--- src/rtl/bram_seq_ctrl_if.sv ---
// BRAM port A/B and dump-stream signals shared by the sequencer, the BRAM and the debug consumer.
// master = sequencer side, slave = BRAM/consumer side.
interface bram_seq_ctrl_if #(
  parameter int AW = 6,
  parameter int DW = 64
);
  logic          wea;
  logic [AW-1:0] addra;
  logic [DW-1:0] dina;
  logic [AW-1:0] addrb;
  logic [DW-1:0] doutb;
  logic          out_valid;
  logic          out_ready;
  logic [AW-1:0] out_addr;
  logic [DW-1:0] out_data;

  modport master (
    output wea, addra, dina, addrb,
    input  doutb,
    output out_valid, out_addr, out_data,
    input  out_ready
  );

  modport slave (
    input  wea, addra, dina, addrb,
    output doutb,
    input  out_valid, out_addr, out_data,
    output out_ready
  );
endinterface

--- src/rtl/bram_seq_ctrl.sv ---
// BRAM self-test/dump sequencer: fills with pat_base+k, reads every entry back, checks it and streams it out.
// Fill DEPTH cycles, >=3 cycles per dump word; out_valid/out_data hold until out_ready handshake.
module bram_seq_ctrl #(
  parameter int AW = 6,
  parameter int DW = 64
) (
  input  logic                  clka,
  input  logic                  rstn,
  input  logic                  start,
  input  logic                  op,
  input  logic [DW-1:0]         pat_base,
  output logic                  busy,
  output logic                  done,
  output logic [AW:0]           err_cnt,
  bram_seq_ctrl_if.master       bus
);

  typedef enum logic [2:0] {
    IDLE, FILL, RD_ISSUE, RD_CAP, OUT, FIN
  } state_t;

  localparam logic [AW-1:0] LAST = '1;

  state_t        state_q;
  logic [AW-1:0] cnt_q;
  logic          op_q;
  logic [DW-1:0] pat_q;
  logic          busy_q, done_q, wea_q, out_valid_q;
  logic [AW-1:0] addra_q, addrb_q, out_addr_q;
  logic [DW-1:0] dina_q, out_data_q;
  logic [AW:0]   err_q;

  logic [AW-1:0] cnt_d;
  logic [DW-1:0] exp_word_d;

  assign cnt_d      = cnt_q + AW'(1);
  assign exp_word_d = pat_q + DW'(cnt_q);

  always_ff @(posedge clka or negedge rstn) begin
    if (!rstn) begin
      state_q     <= IDLE;
      cnt_q       <= '0;
      op_q        <= 1'b0;
      pat_q       <= '0;
      busy_q      <= 1'b0;
      done_q      <= 1'b0;
      wea_q       <= 1'b0;
      addra_q     <= '0;
      dina_q      <= '0;
      addrb_q     <= '0;
      out_valid_q <= 1'b0;
      out_addr_q  <= '0;
      out_data_q  <= '0;
      err_q       <= '0;
    end else begin
      done_q <= 1'b0;
      case (state_q)
        IDLE: begin
          if (start) begin
            op_q   <= op;
            pat_q  <= pat_base;
            err_q  <= '0;
            cnt_q  <= '0;
            busy_q <= 1'b1;
            if (!op) begin
              state_q <= FILL;
              wea_q   <= 1'b1;
              addra_q <= '0;
              dina_q  <= pat_base;
            end else begin
              state_q <= RD_ISSUE;
              addrb_q <= '0;
            end
          end
        end
        // Port A outputs are set up one edge ahead so the write for cnt_q is on the pins in its own cycle.
        FILL: begin
          if (cnt_q == LAST) begin
            cnt_q   <= '0;
            wea_q   <= 1'b0;
            addrb_q <= '0;
            state_q <= RD_ISSUE;
          end else begin
            cnt_q   <= cnt_d;
            addra_q <= cnt_d;
            dina_q  <= pat_q + DW'(cnt_d);
          end
        end
        RD_ISSUE: state_q <= RD_CAP;
        RD_CAP: begin
          out_data_q  <= bus.doutb;
          out_addr_q  <= cnt_q;
          out_valid_q <= 1'b1;
          if (!op_q && (bus.doutb != exp_word_d))
            err_q <= err_q + (AW+1)'(1);
          state_q <= OUT;
        end
        OUT: begin
          if (bus.out_ready) begin
            out_valid_q <= 1'b0;
            if (cnt_q == LAST) begin
              state_q <= FIN;
              done_q  <= 1'b1;
            end else begin
              cnt_q   <= cnt_d;
              addrb_q <= cnt_d;
              state_q <= RD_ISSUE;
            end
          end
        end
        FIN: begin
          busy_q  <= 1'b0;
          state_q <= IDLE;
        end
        default: state_q <= IDLE;
      endcase
    end
  end

  assign busy          = busy_q;
  assign done          = done_q;
  assign err_cnt       = err_q;
  assign bus.wea       = wea_q;
  assign bus.addra     = addra_q;
  assign bus.dina      = dina_q;
  assign bus.addrb     = addrb_q;
  assign bus.out_valid = out_valid_q;
  assign bus.out_addr  = out_addr_q;
  assign bus.out_data  = out_data_q;

endmodule
--- src/flat_wrapper.sv ---
// flat-port wrapper written by rule: the top's interface ports become plain ports
module bram_seq_ctrl_flat 
#(
  parameter int AW = 6,
  parameter int DW = 64
)
  (clka, rstn, start, op, pat_base, busy, done, err_cnt, bus_wea, bus_addra, bus_dina, bus_addrb, bus_doutb, bus_out_valid, bus_out_addr, bus_out_data, bus_out_ready);
  bram_seq_ctrl_if #(.AW(AW), .DW(DW)) bus_i ();
  input  logic clka;
  input  logic rstn;
  input  logic start;
  input  logic op;
  input  logic [DW-1:0] pat_base;
  output logic busy;
  output logic done;
  output logic [AW:0] err_cnt;
  output wire logic [$bits(bus_i.wea)-1:0] bus_wea;
  output wire logic [$bits(bus_i.addra)-1:0] bus_addra;
  output wire logic [$bits(bus_i.dina)-1:0] bus_dina;
  output wire logic [$bits(bus_i.addrb)-1:0] bus_addrb;
  input wire logic [$bits(bus_i.doutb)-1:0] bus_doutb;
  output wire logic [$bits(bus_i.out_valid)-1:0] bus_out_valid;
  output wire logic [$bits(bus_i.out_addr)-1:0] bus_out_addr;
  output wire logic [$bits(bus_i.out_data)-1:0] bus_out_data;
  input wire logic [$bits(bus_i.out_ready)-1:0] bus_out_ready;
  assign bus_wea = bus_i.wea;
  assign bus_addra = bus_i.addra;
  assign bus_dina = bus_i.dina;
  assign bus_addrb = bus_i.addrb;
  assign bus_i.doutb = bus_doutb;
  assign bus_out_valid = bus_i.out_valid;
  assign bus_out_addr = bus_i.out_addr;
  assign bus_out_data = bus_i.out_data;
  assign bus_i.out_ready = bus_out_ready;
  bram_seq_ctrl #(.AW(AW), .DW(DW)) u_core (.clka(clka), .rstn(rstn), .start(start), .op(op), .pat_base(pat_base), .busy(busy), .done(done), .err_cnt(err_cnt), .bus(bus_i));
endmodule
--- config.mk ---
export PLATFORM = sky130hd
export DESIGN_NAME = bram_seq_ctrl_flat
export DESIGN_NICKNAME = d
export VERILOG_FILES = /design/src/rtl/bram_seq_ctrl_if.sv /design/src/rtl/bram_seq_ctrl.sv /design/src/flat_wrapper.sv
export SDC_FILE = /design/constraint.sdc
export NUM_CORES = 1
export LEC_CHECK = 0
export ABC_AREA = 1
export CORE_ASPECT_RATIO = 0.8
export CORE_MARGIN = 2
export CORE_UTILIZATION = 53
export DETAILED_ROUTE_END_ITERATION = 8
export GPL_TIMING_DRIVEN = 1
export PLACE_DENSITY = 0.82
export SLEW_MARGIN = 20
export SYNTH_ARGS = -nofsm -noshare
export SYNTH_HDL_FRONTEND = slang
export SYNTH_SLANG_ARGS = --single-unit
--- constraint.sdc ---
create_clock -name clka -period 3.6 [get_ports clka]
set_input_delay 1.08 -clock clka [delete_from_list [all_inputs] [get_ports clka]]
set_output_delay 1.08 -clock clka [all_outputs]
set_load 0.01 [all_outputs]
After elaboration in Yosys (flattened, before gate mapping):

Index checks and enable logic that the tools add are counted.

* register bits: 231
* input port bits: 133
* output and inout bits: 157
* word-level logic and storage cells: 86

* add/subtract/negate cells: 4
* equality and inequality tests: 15
* multiplexer cells: 36
* reduce and logical (&&, ||, !) cells: 17

Operator list (number)
* two-way mux 64 bit: 3
* adder 64 x 6 -> 64 bit: 2
* one-hot mux 64 bit (2 select lines): 1
* inequality test 64 bit: 1
* two-way mux 6 bit: 9
* one-hot mux 6 bit (3 select lines): 2
* one-hot mux 3 bit (5 select lines): 1
* two-way mux 7 bit: 2
* one-hot mux 7 bit (2 select lines): 1
* two-way mux 3 bit: 4
* inequality test 2 bit (second input constant): 6
* one-hot mux 6 bit (2 select lines): 1
* AND reduction 4 bit: 3
* two-way mux 1 bit: 8
* nonzero test 2 bit: 4
* adder 7 x 1 -> 7 bit (second input constant): 1
* adder 6 x 1 -> 6 bit (second input constant): 1
* == test 3 x 2 -> 1 bit (second input constant): 2
* == test 3 bit (second input constant): 2
* == test 6 bit (second input constant): 1
* one-hot mux 1 bit (2 select lines): 3
* AND reduction 2 bit: 3
* AND reduction 3 bit: 2
* AND reduction 6 bit: 1
* other kinds (7): 8

Longest topological paths before layout:

Gate-level depths: netlist of the first run.

* depth in word-level cells: 5
* depth in mapped cells: 24
* gate-level depth less buffers: 24

Least setup slack after synthesis of the first run:

Ideal clock, no wire load.

* path type: reg-to-reg
* start: reg u_core.cnt_q[0]
* end: reg u_core.dina_q[32] (netlist: u_core.bus.dina[32])
* library setup time: 0.123 ns
* arrival: 2.722 ns
* path slack: 0.754 ns
* cell stages (with the launch flop): 18
* buffers on the path: 0
* cell sequence: dfrtp_1 ha_1 xor2_1 ha_1 nand3_1 nand3_1 nand2_1 nand2_1 inv_1 nor2_1 nand2_1 nor2_1 nand2_1 nor2_1 nand2_1 xnor2_1 o21ai_0 nand2_1

* word-level cells in the longest chain between the ends: 4
* elaborated cells on any way between the ends: 7

Ends and longest elaborated chain
* start: declaration: line bram_seq_ctrl.sv:25 `logic [AW-1:0] cnt_q;`
* start signal: assignment: line bram_seq_ctrl.sv:84 `cnt_q <= cnt_d;`
* start signal: assignment: line bram_seq_ctrl.sv:105 `cnt_q <= cnt_d;`
* adder 6 x 1 -> 6 bit: line bram_seq_ctrl.sv:36 `assign cnt_d = cnt_q + AW'(1);`
* adder 64 x 6 -> 64 bit: line bram_seq_ctrl.sv:86 `dina_q <= pat_q + DW'(cnt_d);`
* two-way mux 64 bit: line bram_seq_ctrl.sv:78 `if (cnt_q == LAST) begin`
* one-hot mux 64 bit (2 select lines): line bram_seq_ctrl.sv:57 `case (state_q)`
* end signal: assignment: line bram_seq_ctrl.sv:69 `dina_q <= pat_base;`
* end signal: assignment: line bram_seq_ctrl.sv:86
* end: declaration: line bram_seq_ctrl.sv:30 `logic [DW-1:0] dina_q, out_data_q;`

Several ways; a longest one is shown, not always the timed one. The select of a mux whose other input is x is not followed.
A chain may end at the register's enable or synchronous reset.

Worst setup path in the final report of the first run:

* start: reg u_core.cnt_q[0]
* end: reg u_core.dina_q[21] (netlist: u_core.bus.dina[21])

The elaborated chain is that of the path after synthesis.

==> results_dict.tcl, run 1 <==
set metrics [dict create \
    status "completed" \
    power_frac_seq_pct 32.3 \
    power_leakage_nw 9.11 \
    antenna_found_initial 2 \
    ys.flop_type "dfrtp_1" \
    yosys-top-cells-area "dfrtp_1, nand2_1, inv_1" \
    nets 2478 \
    finalNonFillerCells 2704 \
    fillCellCount 2032 \
    cap_viol_max_count 0 \
    dieArea_um2 28300 \
    yosysTopAreaCell "dfrtp_1" \
    rrSetupSlack_ns 0.18 \
    cts_buffer_depth 3 \
    synthArstFlopShare_pct 100 \
    power_density_nw_per_um2 878 \
    drt-initial-drc-count 1850 \
    synthTopCellsByCount "nand2_1, dfrtp_1, inv_1, nor2_1, o21ai_0" \
    io_buffers 289 \
    holdPathStages 2 \
    synth-edff-count 0 \
    ant_nets 0 \
    vdd_drop_max_v 0.000677 \
    worst-setup-path-type "flip-flop to flip-flop" \
    worstMarginPinSlew_ns 0.768 \
    antenna_cells 0 \
    worst_slack_ns 0.182 \
    cts_buffers 24 \
    power_mw 16.4 \
    clk_pin_slew_ns 0.07 \
    drtPass1Iterations 6 \
    yosysTopAreaCellShare_pct 40.5 \
    sw_frac_of_total_pct 46.4 \
    fmaxAchievable_mhz 293 \
    cp_data_arrival_time_ns 3.84 \
    endpoint_kind "flip-flop" \
    vias 15712 \
    relSlewSlack_pct 48.8 \
    cts_root_buf "clkbuf_16" \
    yosysSeqAreaShare_pct 40.5 \
    r2r-start "u_core.cnt_q[0]" \
    syn_area_um2 14300 \
    place_congestion 1.02 \
    p_int_mw 8.78 \
    grtUsageTotal_pct 42.5 \
    ys_types 45 \
    layout-drive-gt1-share_pct 7.16 \
    hold_class "flip-flop to flip-flop" \
    synth_cells 2030 \
    worstRegToRegCells 17 \
    finalHoldViolations 0 \
    holdPathEnd "u_core.bus.out_data[1]" \
    period_minus_slack_ns 3.42 \
    syn_area_per_cell_um2 7.03 \
    p_switching_mw 7.61 \
    synth-seq-cells 231 \
    wl_per_cell_um 22.5 \
    multiInputGateArea_um2 7420 \
    start_util_pct 54.1 \
    grt_max_degree 80 \
    cts_tree "yes" \
    share_comb_of_total_power_pct 51.2 \
    regArea_um2 5780 \
    clk_latency_ns 0.54 \
    yosysMostFrequentCell "nand2_1" \
    place_hpwl_um 48000 \
    critical_path.reg2reg.endpoint "u_core.bus.dina[21]" \
    start_kind "flip-flop" \
    clkSinkCount 231 \
    synth_warnings 0 \
    worstPathRequired_ns 4.02 \
    core_area_um2 26400 \
    routed_wl_um 60700 \
    hp-start "u_core.bus.out_data[1]" \
    htree_num_levels 1 \
    synth.net_count 2179 \
    cp_max_fo 6 \
    clock_power_share_pct 16.5 \
    area_growth_pct 30.7 \
    fin_worst_skew_ns 0.0149 \
    final.setup.tns_ns 0 \
    fin_crit_sh_pct 94.9 \
    die_w_um 187 \
    rows 53 \
    maxSlewViolCount 0 \
    die_h_um 151 \
    overflow 0 \
    vias_per_cell 5.81 \
    io_pins 290 \
    grt_pass1_wl_um 89700 \
    first_global_vias 14967 \
    dpl.cell_count 2658 \
    hold_slack_ns 0.472 \
    setup_viol 0 \
    place_ws_ns 0.244 \
    remaining_drc_errors 0 \
]
[sequential cells by signal (all words and copies together) (netlist names)]
signal / cells
u_core.bus.dina: 64
u_core.bus.out_data: 64
u_core.pat_q: 64
u_core.err_cnt: 7
u_core.bus.addra: 6
u_core.bus.addrb: 6
u_core.bus.out_addr: 6
u_core.cnt_q: 6
u_core.state_q: 3
u_core.bus.out_valid: 1
u_core.bus.wea: 1
u_core.busy: 1
u_core.done: 1
u_core.op_q: 1
[worst max path at each step]
stage | start | to | depth (start not counted)
after floorplan | u_core.cnt_q[0] | u_core.bus.dina[32] | 17
after global placement | bus_doutb[8] | u_core.err_cnt[3] | 15
after detailed placement | bus_doutb[6] | u_core.err_cnt[3] | 17
after CTS | u_core.cnt_q[0] | u_core.bus.dina[21] | 17
after global routing | u_core.cnt_q[0] | u_core.bus.dina[53] | 18
final | u_core.cnt_q[0] | u_core.bus.dina[21] | 17
[what timing repair did]
action | CTS | global route
setup buffers | 0 | 2
endpoints found under the setup margin | 0 | 5
hold buffers | 0 | 0
gates resized for setup | 0 | 4
endpoints found under the hold margin | 0 | 0
[power groups by stage]
stage                     clock network (mW)  registers [mW]  logic [mW]
after global placement                     0            5.15        7.79
after CTS                               2.70            5.17        8.19
after detailed placement                   0            5.18        8.06
after global routing                    2.82            5.34        9.06
after floorplan                            0            4.99        4.27
final                                   2.71            5.30        8.39
[metrics by stage]
stage                     instance area (um2)  utilization, %
after global placement                  17800            67.3
after floorplan                         14300               -
after CTS                               18600            70.6
after detailed placement                17800            67.3
final                                   18700            70.7
after global routing                    18700            70.7
[routing by layer]
layer  up-vias  GRT usage (%)  share of wire (%)
li1       7007              -                  -
met1      7372           62.4                 42
met2      1204           61.1                 40
met3       129           14.5                 15
met4         0           8.70                2.4
met5         -              0                  0
[layout make-up]
cell class,count,area share (%)
Inverter,238,4.79
Clock inverter,13,0.966
Timing Repair Buffer,332,17.5
Multi-Input combinational cell,1502,39.8
Tap cell,357,2.39
Clock buffer,31,3.58
Sequential cell,231,31.0
[layout by cell type (no fill, tap or decap), types with 18 or more instances in the layout]
cell type        instances
dfrtp_1                231
o21ai_0                150
clkbuf_16               25
a21oi_1                 77
clkdlybuf4s50_1        288
nand2_1                710
nor2_2                  18
nor2_1                 168
buf_4                   39
xor2_1                  78
nand4_1                 21
inv_1                  227
xnor2_1                 27
nand3_1                104
[logic make-up (layout without fill, tap and decap cells)]
logic type | after synthesis | count (layout) | share of synthesized area [%]
xor+xnor | 107 | 107 | 6.66
mux | 12 | 12 | 0.947
buf+inv | 297 | 614 | 7.84
simple gates | 1091 | 1091 | 32.2
flops | 231 | 231 | 40.5
fa+ha+maj | 16 | 16 | 1.51
compound gates | 276 | 276 | 10.4
[critical path: stages, from the launching register on]
cell and delay (ns):
dfrtp_1 0.46, ha_1 0.29, xor2_2 0.19, ha_1 0.38, nand3_1 0.11, nand3_1 0.13
inv_1 0.06, nor2_1 0.08, nor2_1 0.09, o21ai_2 0.27, inv_1 0.11, nor2_1 0.13
inv_1 0.12, nor3_4 0.26, nand2_1 0.18, xnor2_1 0.17, o21ai_0 0.19, nand2_1 0.09
Power figures use the tool's default switching activity.
==> run 2: changes to the inputs <==
Settings changed: SKIP_LAST_GASP set to 1.
==> results of run 2 <==
Final layout, timing and power as in run 1 (identical DEF).
